$ cat src/rtl/dm_arbiter.sv
// Two-requester arbiter sharing one line-wide memory port; registered outputs, one-cycle acks.
// Round-robin by default; define DM_ARB_FIXED_PRIO_EN for fixed priority (requester 0 wins ties).
module dm_arbiter #(
  parameter int ADDR_W = 32,
  parameter int LINE_W = 256
) (
  input  logic              clk_i,
  input  logic              rst_i,
  input  logic              m0_enable_i,
  input  logic              m0_write_i,
  input  logic [ADDR_W-1:0] m0_addr_i,
  input  logic [LINE_W-1:0] m0_data_i,
  output logic              m0_ack_o,
  output logic [LINE_W-1:0] m0_data_o,
  input  logic              m1_enable_i,
  input  logic              m1_write_i,
  input  logic [ADDR_W-1:0] m1_addr_i,
  input  logic [LINE_W-1:0] m1_data_i,
  output logic              m1_ack_o,
  output logic [LINE_W-1:0] m1_data_o,
  output logic              mem_enable_o,
  output logic              mem_write_o,
  output logic [ADDR_W-1:0] mem_addr_o,
  output logic [LINE_W-1:0] mem_data_o,
  input  logic              mem_ack_i,
  input  logic [LINE_W-1:0] mem_data_i
);

  typedef enum logic [1:0] {IDLE, BUSY, RESP} state_t;

  state_t state, state_nxt;
  logic   grant;
  logic   winner;
  logic   take;
  logic   done;

`ifdef DM_ARB_FIXED_PRIO_EN
  always_comb begin
    winner = ~m0_enable_i;
  end
`else
  logic last;

  // On a tie the requester that was not served most recently wins.
  always_comb begin
    if (m0_enable_i && m1_enable_i) winner = ~last;
    else                            winner = ~m0_enable_i;
  end

  always_ff @(posedge clk_i or negedge rst_i) begin
    if (!rst_i)    last <= 1'b1;
    else if (take) last <= winner;
  end
`endif

  always_comb begin
    state_nxt = state;
    take      = 1'b0;
    done      = 1'b0;
    case (state)
      IDLE: begin
        if (m0_enable_i || m1_enable_i) begin
          take      = 1'b1;
          state_nxt = BUSY;
        end
      end
      BUSY: begin
        if (mem_ack_i) begin
          done      = 1'b1;
          state_nxt = RESP;
        end
      end
      RESP:    state_nxt = IDLE;
      default: state_nxt = IDLE;
    endcase
  end

  always_ff @(posedge clk_i or negedge rst_i) begin
    if (!rst_i) state <= IDLE;
    else        state <= state_nxt;
  end

  always_ff @(posedge clk_i or negedge rst_i) begin
    if (!rst_i) begin
      grant        <= 1'b0;
      mem_enable_o <= 1'b0;
      mem_write_o  <= 1'b0;
      mem_addr_o   <= '0;
      mem_data_o   <= '0;
      m0_ack_o     <= 1'b0;
      m1_ack_o     <= 1'b0;
      m0_data_o    <= '0;
      m1_data_o    <= '0;
    end else begin
      m0_ack_o <= done && !grant;
      m1_ack_o <= done &&  grant;
      if (take) begin
        grant        <= winner;
        mem_enable_o <= 1'b1;
        mem_write_o  <= winner ? m1_write_i : m0_write_i;
        mem_addr_o   <= winner ? m1_addr_i  : m0_addr_i;
        mem_data_o   <= winner ? m1_data_i  : m0_data_i;
      end
      if (done) begin
        mem_enable_o <= 1'b0;
        // Write completions leave the requester's read line untouched.
        if (!mem_write_o) begin
          if (grant) m1_data_o <= mem_data_i;
          else       m0_data_o <= mem_data_i;
        end
      end
    end
  end

endmodule

$ cat config.mk
export PLATFORM = sky130hd
export DESIGN_NAME = dm_arbiter
export DESIGN_NICKNAME = d
export VERILOG_FILES = /design/src/rtl/dm_arbiter.sv
export SDC_FILE = /design/constraint.sdc
export NUM_CORES = 1
export LEC_CHECK = 0
export CAP_MARGIN = 30
export CELL_PAD_IN_SITES_DETAIL_PLACEMENT = 0
export CELL_PAD_IN_SITES_GLOBAL_PLACEMENT = 1
export CORE_AREA = 2 2 638 640
export CTS_CLUSTER_SIZE = 16
export DETAILED_ROUTE_END_ITERATION = 10
export DIE_AREA = 0 0 640 642
export HOLD_SLACK_MARGIN = 0.08
export PLACE_DENSITY = 0.35
export SYNTH_ARGS = -nofsm -noshare
export SYNTH_HDL_FRONTEND = slang
export SYNTH_SLANG_ARGS = --single-unit
export TNS_END_PERCENT = 5
$ cat constraint.sdc
create_clock -name clk_i -period 2 [get_ports clk_i]
set_input_delay 0.4 -clock clk_i [delete_from_list [all_inputs] [get_ports clk_i]]
set_output_delay 0.4 -clock clk_i [all_outputs]
set_load 0.02 [all_outputs]
[After elaboration in Yosys (flattened, before gate mapping)]
Index checks and enable logic that the tools add are counted.
Storage, ports and cells
  flip-flop bits (word level): 808
  input bits: 839
  output and inout port bits: 804
  word-level logic and storage cells: 41
Cells by class
  equal/unequal tests: 3
  multiplexer cells: 13
  bitwise operators: 4
  reductions and logical operators: 10
Operator list (number)
  $mux W256: 1
  $mux W32: 1
  $mux W1: 8
  $reduce_and A3 Y1: 2
  $mux W2: 2
  $ne A2 B2 Y1 const B: 2
  $not A1 Y1: 4
  $pmux W2 S2: 1
  $logic_and A1 B1 Y1: 3
  $eq A2 B1 Y1 const B: 1
  $logic_not A2 Y1: 1
  $reduce_and A2 Y1: 1
  $reduce_bool A2 Y1: 1
  $logic_not A1 Y1: 1
  $logic_or A1 B1 Y1: 1

[Depth between registers and ports, before layout]
Gate-level depths: netlist (run 1).
  depth in word-level cells: 5
  depth in mapped cells: 6
  gate-level depth less buffers: 4

[Least setup slack after synthesis (run 1)]
No wires, ideal clock.
  path kind: register to register
  start: register state[1]
  end: register m0_data_o[100]
  library setup time: 0.127 ns
  data arrival time: 1.411 ns
  data required time: 1.873 ns
  slack: 0.461 ns
  stages on the path, launching flop included: 6
  path buffers: 2
  clock period less this slack: 1.539 ns
  path through: dfrtp_1 -> nand3b_4 -> nor3_4 -> buf_4 -> buf_6 -> mux2_1
On the way
  word-level cells in the longest chain between the ends: 3
RTL lines
  start: declaration: line 31  | state_t state, state_nxt;
  start signal: assignment: line 80  | else state <= state_nxt;
  $eq A2 B1 Y1: line 60  | case (state)
  $mux W1: line 60
  $reduce_and A3 Y1 (no source line)
  end signal: assignment: line 109  | else m0_data_o <= mem_data_i;
  end: declaration: line 14  | output logic [LINE_W-1:0] m0_data_o,
Every way passes these cells.
A chain may end at the register's enable or synchronous reset.

[Worst setup path after layout (run 1)]
  start: register m1_data_o[252]
  end: output m1_data_o[252]
RTL lines
  start: declaration: line 20  | output logic [LINE_W-1:0] m1_data_o,
  start signal: assignment: line 108  | if (grant) m1_data_o <= mem_data_i;
No word-level cell between the ends.

==> impl_metrics.env, run 1 <==
export IMPL_core_area_um2=404300
export IMPL_cp_cell_sequence="clkdlybuf4s15_2"
export IMPL_register_area_um2=20320
export IMPL_die_area_um2=410900
export IMPL_ys_types=26
export IMPL_grt_pass1_vias=34660
export IMPL_worstSetupStartpointType="flip-flop"
export IMPL_hpwlAfterDp_um=288300
export IMPL_dieHeight_um=642
export IMPL_setup_ws_ps=-14.99
export IMPL_detail_route_vias_per_cell=3.219
export IMPL_ys_seq_elements=808
export IMPL_ios=1643
export IMPL_slew_headroom_pct=39.87
export IMPL_drc=0
export IMPL_drv_cap=0
export IMPL_grt_ovfl_total=0
export IMPL_synth_edf_count=0
export IMPL_syn_area_um2=35110
export IMPL_synth_simple_gate_area_share_pct=0.3278
export IMPL_crit_family="flip-flops"
export IMPL_areaGrowthSynthToFinish_pct=84.58
export IMPL_cts_root_buf="clkbuf_16"
export IMPL_multi_input_area_um2=13430
export IMPL_peakVddDrop_v=0.0008615
export IMPL_status="finished, violations left"
export IMPL_drt_iter0_drc=1769
export IMPL_clock_skew_ps=88.47
export IMPL_syn_area_per_cell_um2=14.10
export IMPL_async_flop_share_pct=100.0
export IMPL_clock_path_buffers=4
export IMPL_cp_required_ps=1600
export IMPL_grt_start_max_net_pins=105
export IMPL_ys_flop_type="dfrtp_1"
export IMPL_synthCells=2491
export IMPL_gp_congestion=0.8862
export IMPL_hold_class="in2reg"
export IMPL_cts_buffers=117
export IMPL_rrSetupSlack_ps=50
export IMPL_final_cell_area_um2=64820
export IMPL_dr_wl_met2_um=160900
export IMPL_dpl_cell_area_um2=59490
export IMPL_htree_levels=3
export IMPL_p_leak_uw=0.02636
export IMPL_critPathMaxFanout=2
export IMPL_final_nets=5287
export IMPL_rows=234
export IMPL_synth_top_area_cell="dfrtp_1"
export IMPL_setup_viol=7
export IMPL_tightest_slew_ps=901.9
export IMPL_die_w_um=640
export IMPL_first_pass_iters=5
export IMPL_insertion_delay_ps=920
export IMPL_cts_tree="yes"
export IMPL_cp_slowest_cell="dfrtp_1"
export IMPL_synth_compound_area_share_pct=18.61
export IMPL_routed_wl_um=335800
export IMPL_num_vias=32290
export IMPL_powerDensity_nw_per_um2=1693
export IMPL_crit_type="reg2out"
export IMPL_clock_fmax_mhz=496.3
export IMPL_wl_per_cell_um=33.48
export IMPL_synth_top_family_by_area="multiplexers"
export IMPL_yosysSeqAreaShare_pct=57.58
export IMPL_slew_violations=0
export IMPL_rsz0062_at_grt="yes"
export IMPL_ant_nets=0
export IMPL_num_fill_cells=44940
export IMPL_clk_pin_slew_worst_paths_ps=60
export IMPL_violations="setup timing"
export IMPL_place_ws_ps=-444.0
export IMPL_cts_sinks=808
export IMPL_path_buf_inv=1
export IMPL_synth_top_area_share_pct=57.51
export IMPL_crit_path_end_kind="output pin"
export IMPL_synthAdderAreaFrac_pct=0
export IMPL_ys_warn_count=0
export IMPL_grt_usage_pct=15.88
export IMPL_initial_core_util_pct=8.685
export IMPL_route_met3_wl_um=43040
export IMPL_synth_top_cells_by_area="dfrtp_1 58%, mux2_4 10%, mux2_1 7.7%"
export IMPL_hold_viol=0
export IMPL_synth_xor_area_share_pct=0
export IMPL_grt_pass1_wl_um=421200
export IMPL_synthMuxAreaShare_pct=18.98
export IMPL_drive_gt1_share_pct=35.09
export IMPL_port_buffers=1642
export IMPL_arrival_ps=1610
export IMPL_slowest_delay_ps=360
export IMPL_finalPower_uw=109700
export IMPL_period_minus_slack_ps=2015
export IMPL_antenna_found_initial=211
export IMPL_syn_num_nets=3330
export IMPL_route_layer_met1_wl_um=121700
export IMPL_fin_crit_sh_pct=100.7
export IMPL_routed_top_layer="met5"
flip-flops by register name (all words and copies together) (netlist names):
signal,cells
m0_data_o,256
m1_data_o,256
mem_data_o,256
mem_addr_o,32
state,2
grant,1
last,1
m0_ack_o,1
m1_ack_o,1
mem_enable_o,1
mem_write_o,1
cell families (layout without fill, tap and decap cells):
family	after synthesis	in the layout
buffers and inverters	282	2333
flip-flops	808	808
AND/OR/NAND/NOR	17	17
AO/OA/AOI/OAI	872	872
multiplexers	512	512
other	0	61
synth_stat cells (6+ instances only):
cell,n
clkbuf_1,126
buf_1,6
buf_2,86
a2bb2oi_1,289
a311oi_1,289
o21ai_0,290
buf_4,18
buf_6,40
mux2_2,32
dfrtp_1,807
mux2_1,240
mux2_4,240
path summary, 6_finish.rpt:
check                          startpoint               to  cells after the start
min in group asynchronous           rst_i   m0_data_o[152]                      3
setup / recovery           m1_data_o[252]   m1_data_o[252]                      1
max in group asynchronous           rst_i  mem_data_o[220]                      4
hold reg to reg            m0_data_o[181]   m0_data_o[181]                      1
setup reg to reg              mem_write_o   m0_data_o[183]                      6
hold / removal             mem_data_i[13]    m0_data_o[13]                      2
layout by cell type, fill, tap and decap left out, types with 101 or more instances in the layout:
master,netlist,layout
clkdlybuf4s50_1,0,836
dfrtp_1,807,727
buf_4,18,293
o21ai_0,290,290
a2bb2oi_1,289,289
a311oi_1,289,278
dlygate4sd3_1,0,242
mux2_1,240,240
mux2_4,240,240
clkbuf_2,0,204
buf_2,86,157
clkdlybuf4s15_2,0,154
clkbuf_16,0,118
buf_12,0,118
buf_6,40,101
power breakdown:
part	switching [uW]	internal, uW	leakage [uW]
Clock	9030	12900	0.00193
Combinational	33000	22700	0.0149
Sequential	7330	24700	0.00948
stage by stage:
| stage | utilization [%] | hold WS, ps | TNS [ps] | cells |
|---|---|---|---|---|
| finish | 16.03 | 169.3 | -41.04 | 10030 |
| global route | 16.00 | 119.2 | -9683 | 9988 |
| CTS | 16.23 | 80.26 | -47450 | 9970 |
| detailed placement | 14.71 | 475.4 | -252300 | 9505 |
| global placement | 14.71 | 470.6 | -252220 | 9505 |
| floorplan | - | 104.4 | 0 | 2491 |
layout make-up:
cell class,count,share of cell area (%)
Inverter,2,0.02316
Clock buffer,174,5.312
Sequential cell,808,31.36
Clock inverter,39,0.7818
Timing Repair Buffer,2118,31.10
Antenna cell,61,0.2355
Multi-Input combinational cell,1401,20.71
Tap cell,5428,10.48
per-layer routing:
metal  track usage [%]  vias to the layer above
met3             9.090                      489
met4             3.723                      134
met2             27.10                     1433
met1             16.77                    16510
li1                  -                    13730
met5                 0                        -
timing repair:
item,4_1_cts,5_1_grt
gates resized for setup,1900,608
setup buffers,10,0
cloned,0,0
hold endpoints to repair,948,0
hold buffers,242,0
setup endpoints to repair,980,590
Power figures use the tool's default switching activity.
==> run 2: changes to the inputs <==
--- a/config.mk
+++ b/config.mk
@@ -9,6 +9,7 @@
 export CELL_PAD_IN_SITES_DETAIL_PLACEMENT = 0
 export CELL_PAD_IN_SITES_GLOBAL_PLACEMENT = 1
 export CORE_AREA = 2 2 638 640
+export CTS_BUF_LIST = sky130_fd_sc_hd__clkbuf_8 sky130_fd_sc_hd__clkbuf_16
 export CTS_CLUSTER_SIZE = 16
 export DETAILED_ROUTE_END_ITERATION = 10
 export DIE_AREA = 0 0 640 642
==> impl_metrics.env, run 2 (synthesis gave the netlist of run 1 again) <==
export IMPL_drc=0
export IMPL_fin_cells=10030
export IMPL_slowest_delay_ps=390
export IMPL_grt_pass1_vias=34660
export IMPL_mostFrequentLayoutCell="clkdlybuf4s50_1"
export IMPL_hold_ws_ps=156.1
export IMPL_grt_ovfl_total=0
export IMPL_rsz0062_at_grt="yes"
export IMPL_violations="setup timing"
export IMPL_cp_required_ps=1600
export IMPL_clk_pin_slew_worst_paths_ps=60
export IMPL_dp_cells=9505
export IMPL_period_minus_slack_ps=2017
export IMPL_setup_tns_final_ps=-45.90
export IMPL_hold_class="in2reg"
export IMPL_clock_path_buffers=4
export IMPL_antenna_found_initial=211
export IMPL_mostFrequentLayoutCells="836 x clkdlybuf4s50_1, 727 x dfrtp_1, 293 x buf_4"
export IMPL_gp_congestion=0.8862
export IMPL_fin_crit_sh_pct=100.8
export IMPL_top_regs="m0_data_o x256, m1_data_o x256, mem_data_o x256"
export IMPL_hpwlAfterDp_um=288300
export IMPL_clock_skew_ps=89.77
export IMPL_crit_path_end_kind="output pin"
export IMPL_final_nets=5286
export IMPL_powerDensity_nw_per_um2=1690
export IMPL_drv_cap=0
export IMPL_grt_pass1_wl_um=421300
export IMPL_drive_gt1_share_pct=35.10
export IMPL_first_pass_iters=5
export IMPL_port_buffers=1642
export IMPL_die_area_um2=410900
export IMPL_crit_family="flip-flops"
export IMPL_detail_route_vias_per_cell=3.227
export IMPL_clock_fmax_mhz=495.9
export IMPL_peakVddDrop_v=0.0008621
export IMPL_tightest_slew_ps=910.3
export IMPL_slew_violations=0
export IMPL_worstSetupStartpointType="flip-flop"
export IMPL_setup_viol=7
export IMPL_ant_nets=0
export IMPL_wl_per_cell_um=33.50
export IMPL_cts_sinks=808
export IMPL_ios=1643
export IMPL_core_area_um2=404300
export IMPL_num_vias=32370
export IMPL_critPathMaxFanout=2
export IMPL_routed_wl_um=336000
export IMPL_htree_levels=3
export IMPL_insertion_delay_ps=920
export IMPL_drt_iter0_drc=1667
export IMPL_cp_slowest_cell="dfrtp_1"
export IMPL_cp_cell_sequence="clkdlybuf4s15_2"
export IMPL_setup_ws_ps=-16.63
export IMPL_die_w_um=640
export IMPL_crit_type="reg2out"
export IMPL_p_leak_uw=0.02647
export IMPL_cts_buffers=117
export IMPL_cts_root_buf="clkbuf_16"
export IMPL_grt_usage_pct=15.88
export IMPL_status="finished, violations left"
export IMPL_slew_headroom_pct=39.31
export IMPL_grt_start_max_net_pins=105
export IMPL_rows=234
export IMPL_arrival_ps=1620
export IMPL_areaGrowthSynthToFinish_pct=84.56
export IMPL_path_buf_inv=1
export IMPL_initial_core_util_pct=8.685
export IMPL_cts_tree="yes"
export IMPL_hold_viol=0
export IMPL_dieHeight_um=642
## run 2: per-stage QoR
step                util (%)  total power (uW)  area (um2)  worst slack, ps
floorplan                  -             53780       35110            461.5
global placement       14.71             92550       59490           -436.0
detailed placement     14.71             92580       59490           -444.0
CTS                    16.23            113200       65620           -118.1
global route           16.00            115600       64700           -101.8
finish                 16.03            109500       64810           -16.63
## run 2: cell type report
cell class	instances	area [um2]
Sequential cell	808	20320
Inverter	2	15.01
Timing Repair Buffer	2117	20150
Clock buffer	146	3338
Fill cell	44940	339500
Tap cell	5428	6792
Antenna cell	61	152.6
Multi-Input combinational cell	1401	13430
Clock inverter	67	611.8
## run 2: path summary, 6_finish.rpt
| path | start | endpoint | slack (ps) | cells past startpoint |
|---|---|---|---|---|
| min in group asynchronous | rst_i | m0_data_o[152] | 360 | 3 |
| setup reg to reg | mem_write_o | m0_data_o[183] | 50 | 6 |
| max in group asynchronous | rst_i | mem_data_o[220] | 1000 | 4 |
| setup / recovery | m0_data_o[20] | m0_data_o[20] | -20 | 1 |
| hold / removal | mem_data_i[13] | m0_data_o[13] | 160 | 2 |
| hold reg to reg | m0_data_o[94] | m0_data_o[94] | 480 | 1 |
## run 2: timing repair
item	4_1_cts	5_1_grt
setup endpoints to repair	980	593
setup buffers	10	0
resized for setup	1899	610
hold buffers	241	0
hold endpoints to repair	946	0
## run 2: routing by layer
layer / global-route usage, % / share of wire (%)
met5: 0 / 0.25
met4: 3.695 / 2.8
met3: 9.087 / 13
met2: 27.12 / 48
met1: 16.77 / 36
## run 2: where the power goes
group	switching, uW	internal, uW
Sequential	7330	24700
Combinational	33000	22700
Clock	9030	12700
Total	49300	60200
